<file path="src/rtl/step_sequencer_ctrl_if.sv">
// rtl/step_sequencer_ctrl_if.sv - pattern configuration bus into the step sequencer
interface step_sequencer_ctrl_if #(
    parameter int NUM_TRACKS = 4,
    parameter int STEPS      = 8
) ();
    localparam int TRK_W = (NUM_TRACKS > 1) ? $clog2(NUM_TRACKS) : 1;

    logic             cfg_wr;
    logic [TRK_W-1:0] cfg_track;
    logic [STEPS-1:0] cfg_pattern;

    modport master (output cfg_wr, cfg_track, cfg_pattern);
    modport slave  (input  cfg_wr, cfg_track, cfg_pattern);
endinterface

</file>
<file path="src/rtl/step_sequencer_ctrl.sv">
// rtl/step_sequencer_ctrl.sv - tempo counter, beat index, per-track gates and bar-aligned pattern edits
module step_sequencer_ctrl #(
    parameter int NUM_TRACKS     = 4,
    parameter int STEPS          = 8,
    parameter int CNT_W          = 24,
    parameter int DEFAULT_PERIOD = 12500000,
    parameter int DEFAULT_GATE   = 6250000,
    localparam int BEAT_W        = (STEPS > 1) ? $clog2(STEPS) : 1
) (
    input  logic                  CLOCK_50,
    input  logic                  reset_n,
    input  logic                  start,
    input  logic                  pause,
    input  logic                  stop,
    input  logic [CNT_W-1:0]      period_in,
    input  logic [CNT_W-1:0]      gate_in,
    step_sequencer_ctrl_if.slave  cfg,
    input  logic [NUM_TRACKS-1:0] mute,
    output logic [1:0]            state,
    output logic [BEAT_W-1:0]     beat,
    output logic                  step_tick,
    output logic                  bar_tick,
    output logic [NUM_TRACKS-1:0] gate
);
    typedef enum logic [1:0] {
        S_IDLE  = 2'b00,
        S_RUN   = 2'b01,
        S_PAUSE = 2'b10
    } state_t;

    localparam logic [CNT_W-1:0]  CNT_ONE   = CNT_W'(1);
    localparam logic [CNT_W-1:0]  CNT_TWO   = CNT_W'(2);
    localparam logic [BEAT_W-1:0] BEAT_ONE  = BEAT_W'(1);
    localparam logic [BEAT_W-1:0] LAST_BEAT = BEAT_W'(STEPS - 1);

    state_t                state_q, state_d;
    logic [CNT_W-1:0]      cnt_q, cnt_d;
    logic [CNT_W-1:0]      period_q, gate_len_q;
    logic [CNT_W-1:0]      period_s, gate_s;
    logic [BEAT_W-1:0]     beat_q, beat_d;
    logic                  step_start, bar_start;
    logic [NUM_TRACKS-1:0] gate_d;
    logic [STEPS-1:0]      pat_q    [NUM_TRACKS];
    logic [STEPS-1:0]      shadow_q [NUM_TRACKS];
    logic [STEPS-1:0]      eff_pat  [NUM_TRACKS];
    logic [NUM_TRACKS-1:0] pend_q;
    logic                  cfg_hit;

    assign state   = state_q;
    assign beat    = beat_q;
    assign cfg_hit = cfg.cfg_wr && (int'(cfg.cfg_track) < NUM_TRACKS);

    always_comb begin
        period_s = (period_in < CNT_TWO) ? CNT_TWO : period_in;
        gate_s   = (gate_in > period_s - CNT_ONE) ? period_s - CNT_ONE : gate_in;
    end

    always_comb begin
        state_d = state_q;
        if (stop)
            state_d = S_IDLE;
        else if (pause && state_q == S_RUN)
            state_d = S_PAUSE;
        else if (start && state_q != S_RUN)
            state_d = S_RUN;
    end

    // The edge that leaves RUN still completes that cycle's count, so a pause
    // on the last cycle of a step freezes at counter 0 and resume opens a fresh step.
    always_comb begin
        cnt_d      = cnt_q;
        beat_d     = beat_q;
        step_start = 1'b0;
        case (state_q)
            S_IDLE: begin
                if (state_d == S_RUN) begin
                    cnt_d      = '0;
                    beat_d     = '0;
                    step_start = 1'b1;
                end
            end
            S_RUN: begin
                if (cnt_q == period_q - CNT_ONE) begin
                    cnt_d      = '0;
                    beat_d     = (beat_q == LAST_BEAT) ? '0 : beat_q + BEAT_ONE;
                    step_start = (state_d == S_RUN);
                end else begin
                    cnt_d = cnt_q + CNT_ONE;
                end
            end
            S_PAUSE: begin
                if (state_d == S_RUN)
                    step_start = (cnt_q == '0);
            end
            default: ;
        endcase
        if (state_d == S_IDLE) begin
            cnt_d  = '0;
            beat_d = '0;
        end
        bar_start = step_start && (beat_d == '0);
    end

    // A bar-opening step already plays the pending shadows it commits.
    always_comb begin
        gate_d = '0;
        for (int t = 0; t < NUM_TRACKS; t++) begin
            eff_pat[t] = (bar_start && pend_q[t]) ? shadow_q[t] : pat_q[t];
            if (step_start)
                gate_d[t] = eff_pat[t][beat_d] & ~mute[t] & (gate_s != '0);
            else if (state_q == S_RUN && state_d == S_RUN)
                gate_d[t] = gate[t] & (cnt_d < gate_len_q);
        end
    end

    always_ff @(posedge CLOCK_50) begin
        if (!reset_n) begin
            state_q    <= S_IDLE;
            cnt_q      <= '0;
            beat_q     <= '0;
            period_q   <= CNT_W'(DEFAULT_PERIOD);
            gate_len_q <= CNT_W'(DEFAULT_GATE);
            step_tick  <= 1'b0;
            bar_tick   <= 1'b0;
            gate       <= '0;
            pend_q     <= '0;
            for (int t = 0; t < NUM_TRACKS; t++) begin
                pat_q[t]    <= '0;
                shadow_q[t] <= '0;
            end
        end else begin
            state_q   <= state_d;
            cnt_q     <= cnt_d;
            beat_q    <= beat_d;
            step_tick <= step_start;
            bar_tick  <= bar_start;
            gate      <= gate_d;
            if (step_start) begin
                period_q   <= period_s;
                gate_len_q <= gate_s;
            end
            if (bar_start) begin
                for (int t = 0; t < NUM_TRACKS; t++)
                    if (pend_q[t])
                        pat_q[t] <= shadow_q[t];
            end
            pend_q <= bar_start ? '0 : pend_q;
            if (cfg_hit && state_q != S_RUN)
                pat_q[cfg.cfg_track] <= cfg.cfg_pattern;
            if (cfg_hit && state_q == S_RUN) begin
                shadow_q[cfg.cfg_track] <= cfg.cfg_pattern;
                pend_q[cfg.cfg_track]   <= 1'b1;
            end
            if (stop)
                pend_q <= '0;
        end
    end
endmodule

</file>
<file path="src/flat_wrapper.sv">
// flat-port wrapper written by rule: the top's interface ports become plain ports
module step_sequencer_ctrl_flat 
#(
    parameter int NUM_TRACKS     = 4,
    parameter int STEPS          = 8,
    parameter int CNT_W          = 24,
    parameter int DEFAULT_PERIOD = 12500000,
    parameter int DEFAULT_GATE   = 6250000,
    localparam int BEAT_W        = (STEPS > 1) ? $clog2(STEPS) : 1
)
  (CLOCK_50, reset_n, start, pause, stop, period_in, gate_in, mute, state, beat, step_tick, bar_tick, gate, cfg_cfg_wr, cfg_cfg_track, cfg_cfg_pattern);
  step_sequencer_ctrl_if #(.NUM_TRACKS(NUM_TRACKS), .STEPS(STEPS)) cfg_i ();
  input  logic CLOCK_50;
  input  logic reset_n;
  input  logic start;
  input  logic pause;
  input  logic stop;
  input  logic [CNT_W-1:0] period_in;
  input  logic [CNT_W-1:0] gate_in;
  input  logic [NUM_TRACKS-1:0] mute;
  output logic [1:0] state;
  output logic [BEAT_W-1:0] beat;
  output logic step_tick;
  output logic bar_tick;
  output logic [NUM_TRACKS-1:0] gate;
  input wire logic [$bits(cfg_i.cfg_wr)-1:0] cfg_cfg_wr;
  input wire logic [$bits(cfg_i.cfg_track)-1:0] cfg_cfg_track;
  input wire logic [$bits(cfg_i.cfg_pattern)-1:0] cfg_cfg_pattern;
  assign cfg_i.cfg_wr = cfg_cfg_wr;
  assign cfg_i.cfg_track = cfg_cfg_track;
  assign cfg_i.cfg_pattern = cfg_cfg_pattern;
  step_sequencer_ctrl #(.NUM_TRACKS(NUM_TRACKS), .STEPS(STEPS), .CNT_W(CNT_W), .DEFAULT_PERIOD(DEFAULT_PERIOD), .DEFAULT_GATE(DEFAULT_GATE)) u_core (.CLOCK_50(CLOCK_50), .reset_n(reset_n), .start(start), .pause(pause), .stop(stop), .period_in(period_in), .gate_in(gate_in), .cfg(cfg_i), .mute(mute), .state(state), .beat(beat), .step_tick(step_tick), .bar_tick(bar_tick), .gate(gate));
endmodule
</file>
<file path="config.mk">
export PLATFORM = sky130hd
export DESIGN_NAME = step_sequencer_ctrl_flat
export DESIGN_NICKNAME = d
export VERILOG_FILES = /design/src/rtl/step_sequencer_ctrl_if.sv /design/src/rtl/step_sequencer_ctrl.sv /design/src/flat_wrapper.sv
export SDC_FILE = /design/constraint.sdc
export NUM_CORES = 1
export LEC_CHECK = 0
export CAP_MARGIN = 25
export CORE_MARGIN = 2
export CORE_UTILIZATION = 59
export CTS_CLUSTER_SIZE = 24
export DETAILED_ROUTE_END_ITERATION = 7
export PLACE_DENSITY = 0.8
export SYNTH_ARGS = -nofsm -noshare
export SYNTH_HDL_FRONTEND = slang
export SYNTH_SLANG_ARGS = --single-unit
</file>
<file path="constraint.sdc">
create_clock -name CLOCK_50 -period 7.85 [get_ports CLOCK_50]
set_input_delay 1.1775 -clock CLOCK_50 [delete_from_list [all_inputs] [get_ports CLOCK_50]]
set_output_delay 1.1775 -clock CLOCK_50 [all_outputs]
set_load 0.005 [all_outputs]
</file>
# Word level (Yosys, flattened, before mapping)
# Memory sizes are Yosys's and may differ from the RTL's.
# Cells that the tools add are included.
[classes]
addsub = 4
magnitude_cmp = 6
eq_ne = 6
muxes = 72
bitwise = 22
n_reduce_logical = 18
[op_table]
columns = ["operator", "n"]
rows = [
  ["24-bit two-way mux", 5],
  ["8-bit two-way mux", 9],
  ["24-bit case mux with 2 select lines", 1],
  ["24-bit by 1-bit subtractor with 24-bit output, second input constant", 2],
  ["1-bit two-way mux", 40],
  ["24-bit by 1-bit adder with 24-bit output, second input constant", 1],
  ["24-bit == test", 1],
  ["24-bit greater-than comparator", 1],
  ["24-bit zero test", 1],
  ["24-bit by 2-bit less-than comparator with 1-bit output, second input constant", 1],
  ["24-bit less-than comparator", 1],
  ["24-bit nonzero test", 1],
  ["1-bit AND", 12],
  ["1-bit binary-select mux with 3-bit select", 4],
  ["3-bit two-way mux", 4],
  ["1-bit logical AND", 11],
  ["2-bit two-way mux", 4],
  ["4-bit two-way mux", 2],
  ["8-bit OR reduction", 1],
  ["3-bit case mux with 2 select lines", 1],
  ["1-bit NOT", 5],
  ["2-bit by 1-bit == test with 1-bit output, second input constant", 2],
  ["2-bit zero test", 2],
  ["3-bit by 4-bit less-than comparator with 1-bit output, second input constant", 1],
  ["12 further kinds", 15],
]
[totals]
ff_bits = 87
ram_bits = 64
in_bits = 68
output_inout_bits = 11
wordCells = 139
memories = 2
[mem_list]
columns = ["name", "words", "word_bits", "read_ports", "rd_clocked_by_memory_dff", "write_ports", "line_no", "source"]
rows = [
  ["u_core.pat_q", 4, 8, 4, 0, 5, "step_sequencer_ctrl.sv:43", "logic [STEPS-1:0] pat_q [NUM_TRACKS];"],
  ["u_core.shadow_q", 4, 8, 4, 0, 4, "step_sequencer_ctrl.sv:44", "logic [STEPS-1:0] shadow_q [NUM_TRACKS];"],
]

# Logic depth before layout (Yosys ltp)
[depth]
word_depth = 18
mapped_depth = 25
depth_no_buf = 23

# Worst setup path after synthesis
# Ideal clock, no wire load.
[synth_timing]
path_kind = "input port to flip-flop"
from = "in period_in[11]"
to = "reg u_core.gate[0]"
setup_ns = 0.092
arrival_ns = 6.231
required_time_ns = 7.758
slack_ns = 1.527
stages = 21
path_buffers = 0
cell_sequence = "or4_1 nor4_1 nand3_1 o31ai_1 ha_1 nor2b_1 nand2_1 nor4_1 xnor2_1 ha_1 a21o_1 a21o_1 a21oi_1 o21a_1 nor2_1 o31ai_1 inv_1 a31oi_1 nand2_1 a311o_1 o32ai_1"
[synth_between]
elab_chain_len = 8
[synth_lines]
columns = ["item", "line_no", "source"]
rows = [
  ["start: declaration", "flat_wrapper.sv:18", "input logic [CNT_W-1:0] period_in;"],
  ["24-bit by 2-bit less-than comparator with 1-bit output", "step_sequencer_ctrl.sv:54", "period_s = (period_in < CNT_TWO) ? CNT_TWO : period_in;"],
  ["24-bit two-way mux (*)", "step_sequencer_ctrl.sv:54", ""],
  ["24-bit by 1-bit subtractor with 24-bit output (*)", "step_sequencer_ctrl.sv:55", "gate_s = (gate_in > period_s - CNT_ONE) ? period_s - CNT_ONE : gate_in;"],
  ["24-bit greater-than comparator", "step_sequencer_ctrl.sv:55", ""],
  ["24-bit two-way mux (*)", "step_sequencer_ctrl.sv:55", ""],
  ["24-bit nonzero test (*)", "step_sequencer_ctrl.sv:110", "gate_d[t] = eff_pat[t][beat_d] & ~mute[t] & (gate_s != '0);"],
  ["1-bit AND (*)", "step_sequencer_ctrl.sv:110", ""],
  ["1-bit two-way mux (*)", "step_sequencer_ctrl.sv:109", "if (step_start)"],
  ["end signal: assignment", "step_sequencer_ctrl.sv:137", "gate <= gate_d;"],
  ["end: declaration", "step_sequencer_ctrl.sv:23", "output logic [NUM_TRACKS-1:0] gate"],
]
# Every way passes the cells marked *; elsewhere a longest branch is shown, timed or not.
# A chain may end at the register's enable or synchronous reset.

# Final worst setup path
[layout_timing]
from = "in period_in[5]"
to = "reg u_core.gate[0]"
# Same word-level chain as after synthesis.

==> results.md <==
Pwr:
- The static leakage is 4.35 nW.
- The total power density per cell area is 177 mW/mm^2.
- The sequential cell fraction of total power is 0.445.
- IR analysis of the VDD net gives a maximum drop of 0.000159 V.
- Cell internal power was estimated by the tool at 1.40 mW.
- The switching fraction of total power is 0.290.
- The analysis attributes to net switching a power of 0.571 mW.
- The combinational share of power is 0.140.
- The part of the total power dissipated in the clock network is 0.416.

Clock tree:
- The CTS tree is done.
- For this design, the CTS-stage hold fixing added 0 buffers.
- The cell at the root of the clock tree is clkbuf_16.
- The clock insertion delay at the later pin of the skew report is 0.43 ns.
- After clock tree synthesis, the clock-pin slew on the worst setup and hold paths is 0.07 ns.
- In this run the number of H-tree levels came out at 4.
- In this run the post-CTS setup repair buffer count came out at 0.
- The number of clock buffers added by TritonCTS is 17.
- The clock net sink count is 151.
- The longest clock path from root to sink contains 2 buffers.
- The number of resized instances in the post-cts repair step is 0.

Die:
- For this configuration, the core starts out at a cell density of 0.606.
- From bottom edge to top edge, the die measures 132 um.
- The number of placed I/O pins is 79.
- Measured along the x axis, the die boundary spans 132 um.
- The number of cell rows is 46.
- The floorplan step defined a die boundary enclosing 0.0173 mm^2.
- The area of the placeable core is 0.0159 mm^2.

Placed design:
- Once detailed placement completed, the half-perimeter wirelength came to 20100 um.
- Routability-driven placement finished with a final weighted congestion of 0.948.
- Timing analysis after detailed placement gives a worst setup slack of 0.462 ns.
- In this run the cell area measured after placement is 0.0105 mm^2.
- The number of buffer cells added on primary ports is 78.
- The placed instance count is 1316.

Setup path:
- The master of the slowest instance on the critical path is nor4_1.
- STA puts the critical path data required time at 8.19 ns.
- The endpoint identified for the worst register-to-register timing path is u_core.gate[0].
- The critical path goes through clkdlybuf4s50_1 -> or3_1 -> nor4_1 -> nand3_1 -> o31ai_1 -> ha_1 -> nor2b_1 -> nand2_1 -> nor3_1 -> xnor2_1 -> ha_1 -> nand4_1 -> or2_2 -> nor3_1 -> a21boi_0 -> o31ai_4 -> and4b_1 -> a31oi_1 -> nand2_1 -> a311o_1 -> o32ai_1.
- The kind of start point of the critical path is an input port.
- Measured in cells, the most critical reg-to-reg path has a length of 20.
- The data arrival time at the worst-slack endpoint is 7.43 ns.
- The startpoint identified for the worst register-to-register timing path is u_core.period_q[2].
- The worst setup path is captured at a flip-flop.
- The worst setup path is of the in -> reg kind.
- For flop-to-flop paths, the worst setup slack is 1.49 ns.
- The largest fanout on the critical path is 10.
- The maximum single-stage delay on the critical path is 0.63 ns.

STA:
- The worst hold-check slack is 0.468 ns.
- For the pin with the worst max-slew slack, the measured transition is 1.01 ns.
- The final max-slew violation count was 0.
- In this run the tightest slew margin relative to its limit is 0.325.
- The shortest clock period the worst path allows after layout is 7.09 ns.
- Of the available clock period, the critical path in the final layout requires 0.904.
- The final count of negative-setup-slack endpoints is 0.
- Setup repair after global routing left no endpoint under its margin.
- The final number of hold-violating endpoints is 0.
- Derived from the worst setup path, the maximum achievable clock frequency is 141 MHz.
- The accumulated negative setup slack is 0 ns.
- On the final layout, the worst clock skew is 0.00843 ns.
- Setup slack on the critical path of the routed design comes to 0.756 ns.

GRT:
- The initial antenna violation count is 0.
- The pin count of the biggest net entering global routing is 90.
- The number of global-route vias before repair is 7795.
- The total global routing overflow is 0.
- The first global-routing pass estimated 42100 um of wire.
- The aggregate global-route resource usage is 0.309.

Hold path:
- In this run the most critical hold path is launched from u_core.gate[0].
- The worst hold path was traced through 2 stages.
- The destination of the worst hold path is u_core.gate[0].
- The path class of the tightest hold or removal check is reg -> reg.

Cells and area:
- After the last flow step, the layout net total stands at 1246.
- The filler cell count is 1303.
- The relative area change from synthesis to final layout is 15.8%.
- The filler-free cell count of the finished design is 1350.
- 0 antenna diodes ended up in the layout.
- The post-route cell area is 0.0111 mm^2.
- Registers take 0.00366 mm^2.
- The fraction of layout instances using a drive strength above 1 is 0.0608.
- The multi-input logic area is 0.00556 mm^2.

Synthesis:
- The number of nets handed over by synthesis was 1190.
- The area of the mapped netlist is 0.00962 mm^2.
- The synthesized design spends more area on one cell type than any other, namely edfxtp_1.
- The number of flops mapped to enable cells by yosys is 64.
- The leading register cell type out of synthesis is dfxtp_1.
- Synthesis produced 1065 cells.
- The sequential-to-total area share from yosys stat is 0.381.
- The warning count from the yosys run is 0.
- The top cell type's share of synthesized area is 0.200.
- In this run, synthesis produced a sequential element count of 151.
- By area the synthesized netlist is led by edfxtp_1 (20%), dfxtp_1 (18%), ha_1 (7.4%), mux2i_1 (4.3%), nand2_1 (3.9%).
- In this run the mean area of a mapped cell was 9.03 um^2.
- The number of different library cells in the post-synthesis netlist is 75.
- The async set-or-reset flop fraction in the synthesized netlist is 0.

Status:
- The flow ran to the end, and the final reports show no timing, DRC or antenna violations.

Routing:
- The remaining number of nets flagged by the antenna check after routing is 0.
- The detail-routed net length per standard cell is 19.8 um.
- The total wirelength of the detailed-routed design is 26700 um.
- In this run, the number of DRC markers left after iteration 0 of detailed routing was 881.
- The average via count per standard cell is 6.22.
- The first TritonRoute pass finished after 5 iterations.
- For this run, design rule violations remaining after detail routing come to 0.
- Across all layers, the routed design uses 8395 vias.

Flow run:
- The tool flagged a number of max-cap violations equal to 0.
==> placed cells by master (no fill, tap or decap), drive strengths merged, types with 6 or more instances in the layout <==
cell type / instances
a21o: 18
a21oi: 41
a22o: 32
a311oi: 7
a31oi: 10
and2: 33
and3: 31
buf: 12
clkbuf: 17
clkdlybuf4s50: 77
clkinv: 6
dfxtp: 87
edfxtp: 64
ha: 57
inv: 60
mux2: 7
mux2i: 41
nand2: 102
nand2b: 12
nand3: 18
nand3b: 7
nand4: 15
nor2: 85
nor2b: 28
nor3: 17
nor3b: 19
nor4: 24
o211ai: 19
o21ai: 57
o22ai: 6
or3: 7
xnor2: 31
xor2: 15
==> per-stage QoR <==
step / utilization / total power [mW]
2_1_floorplan: - / 1.05
3_3_place_gp: 0.662 / 1.15
3_5_place_dp: 0.663 / 1.16
4_1_cts: 0.701 / 1.97
5_1_grt: 0.701 / 2.04
6_report: 0.701 / 1.97
==> state kept, by name, summed over array words and instances, names as in the netlist <==
register	count
u_core.gate_len_q	24
u_core.gate	4
u_core.shadow_q	32
u_core.pend_q	4
u_core.state	2
u_core.beat	3
u_core.cnt_q	24
u_core.pat_q	32
u_core.bar_tick	1
u_core.period_q	24
u_core.step_tick	1
==> synthesized netlist by cell type, drive strengths merged (3+ instances only) <==
cell type	number
o21ai	57
nor2	85
o22ai	6
a21oi	41
a2111o	5
nor3b	19
nand3b	7
a311oi	7
or2	4
mux2	7
and3b	5
nand3	18
and3	31
a21o	18
o211ai	19
or3	7
nor3	17
o21a	5
nor2b	28
a22o	32
and2	33
xor2	15
or4b	3
dfxtp	87
o211a	4
nand2b	12
nand4	15
xnor2	31
edfxtp	64
a211oi	5
o31ai	4
a311o	4
a31oi	10
and4b	3
ha	57
nor4	24
inv	51
clkbuf	40
and4	3
mux2i	41
nand2	102
buf	12
==> kinds of logic after synthesis <==
kind of cell / synth area share
buffers and inverters: 0.0436
AO/OA/AOI/OAI: 0.171
multiplexers: 0.0509
AND/OR/NAND/NOR: 0.238
adder cells (fa/ha/maj): 0.0741
XOR/XNOR: 0.0419
flip-flops: 0.381
==> worst max path at each step <==
stage	startpoint	end	slack, ns	cells past startpoint
2_1_floorplan	period_in[11]	u_core.gate[0]	1.53	21
3_3_place_gp	period_in[5]	u_core.gate[0]	0.70	21
3_5_place_dp	period_in[5]	u_core.gate[0]	0.46	21
4_1_cts	period_in[5]	u_core.gate[0]	0.88	21
5_1_grt	period_in[5]	u_core.gate[0]	0.35	21
6_report	period_in[5]	u_core.gate[0]	0.76	21
==> area by class of cell <==
class,count,area share
Clock inverter,15,0.0161
Timing Repair Buffer,89,0.0764
Clock buffer,17,0.0382
Sequential cell,151,0.329
Multi-Input combinational cell,811,0.499
Tap cell,216,0.0243
Inverter,51,0.0172
==> layer usage <==
layer  part of all wire  routed length, um  vias up  GRT usage
li1                   -                  -     4033          -
met1               0.46              12300     3972      0.448
met2               0.45              12000      353      0.478
met3              0.074               1990       37     0.0498
met4              0.018                475        0     0.0851
met5                  0                  0        -          0
==> power groups by stage <==
stage                     sequential (mW)  combinational [mW]  clock [mW]
after global placement              0.890               0.264           0
final                               0.875               0.275       0.818
after floorplan                     0.882               0.166           0
after CTS                           0.874               0.270       0.823
after detailed placement            0.892               0.268           0
after global routing                0.878               0.300       0.859
==> critical path, delay by kind of cell <==
family                   cells  cell delay [ns]
AO/OA/AOI/OAI                6             1.82
XOR/XNOR                     1             0.18
adder cells (fa/ha/maj)      2             0.57
buffers and inverters        1             0.50
AND/OR/NAND/NOR             11             3.17
Power figures use the tool's default switching activity.
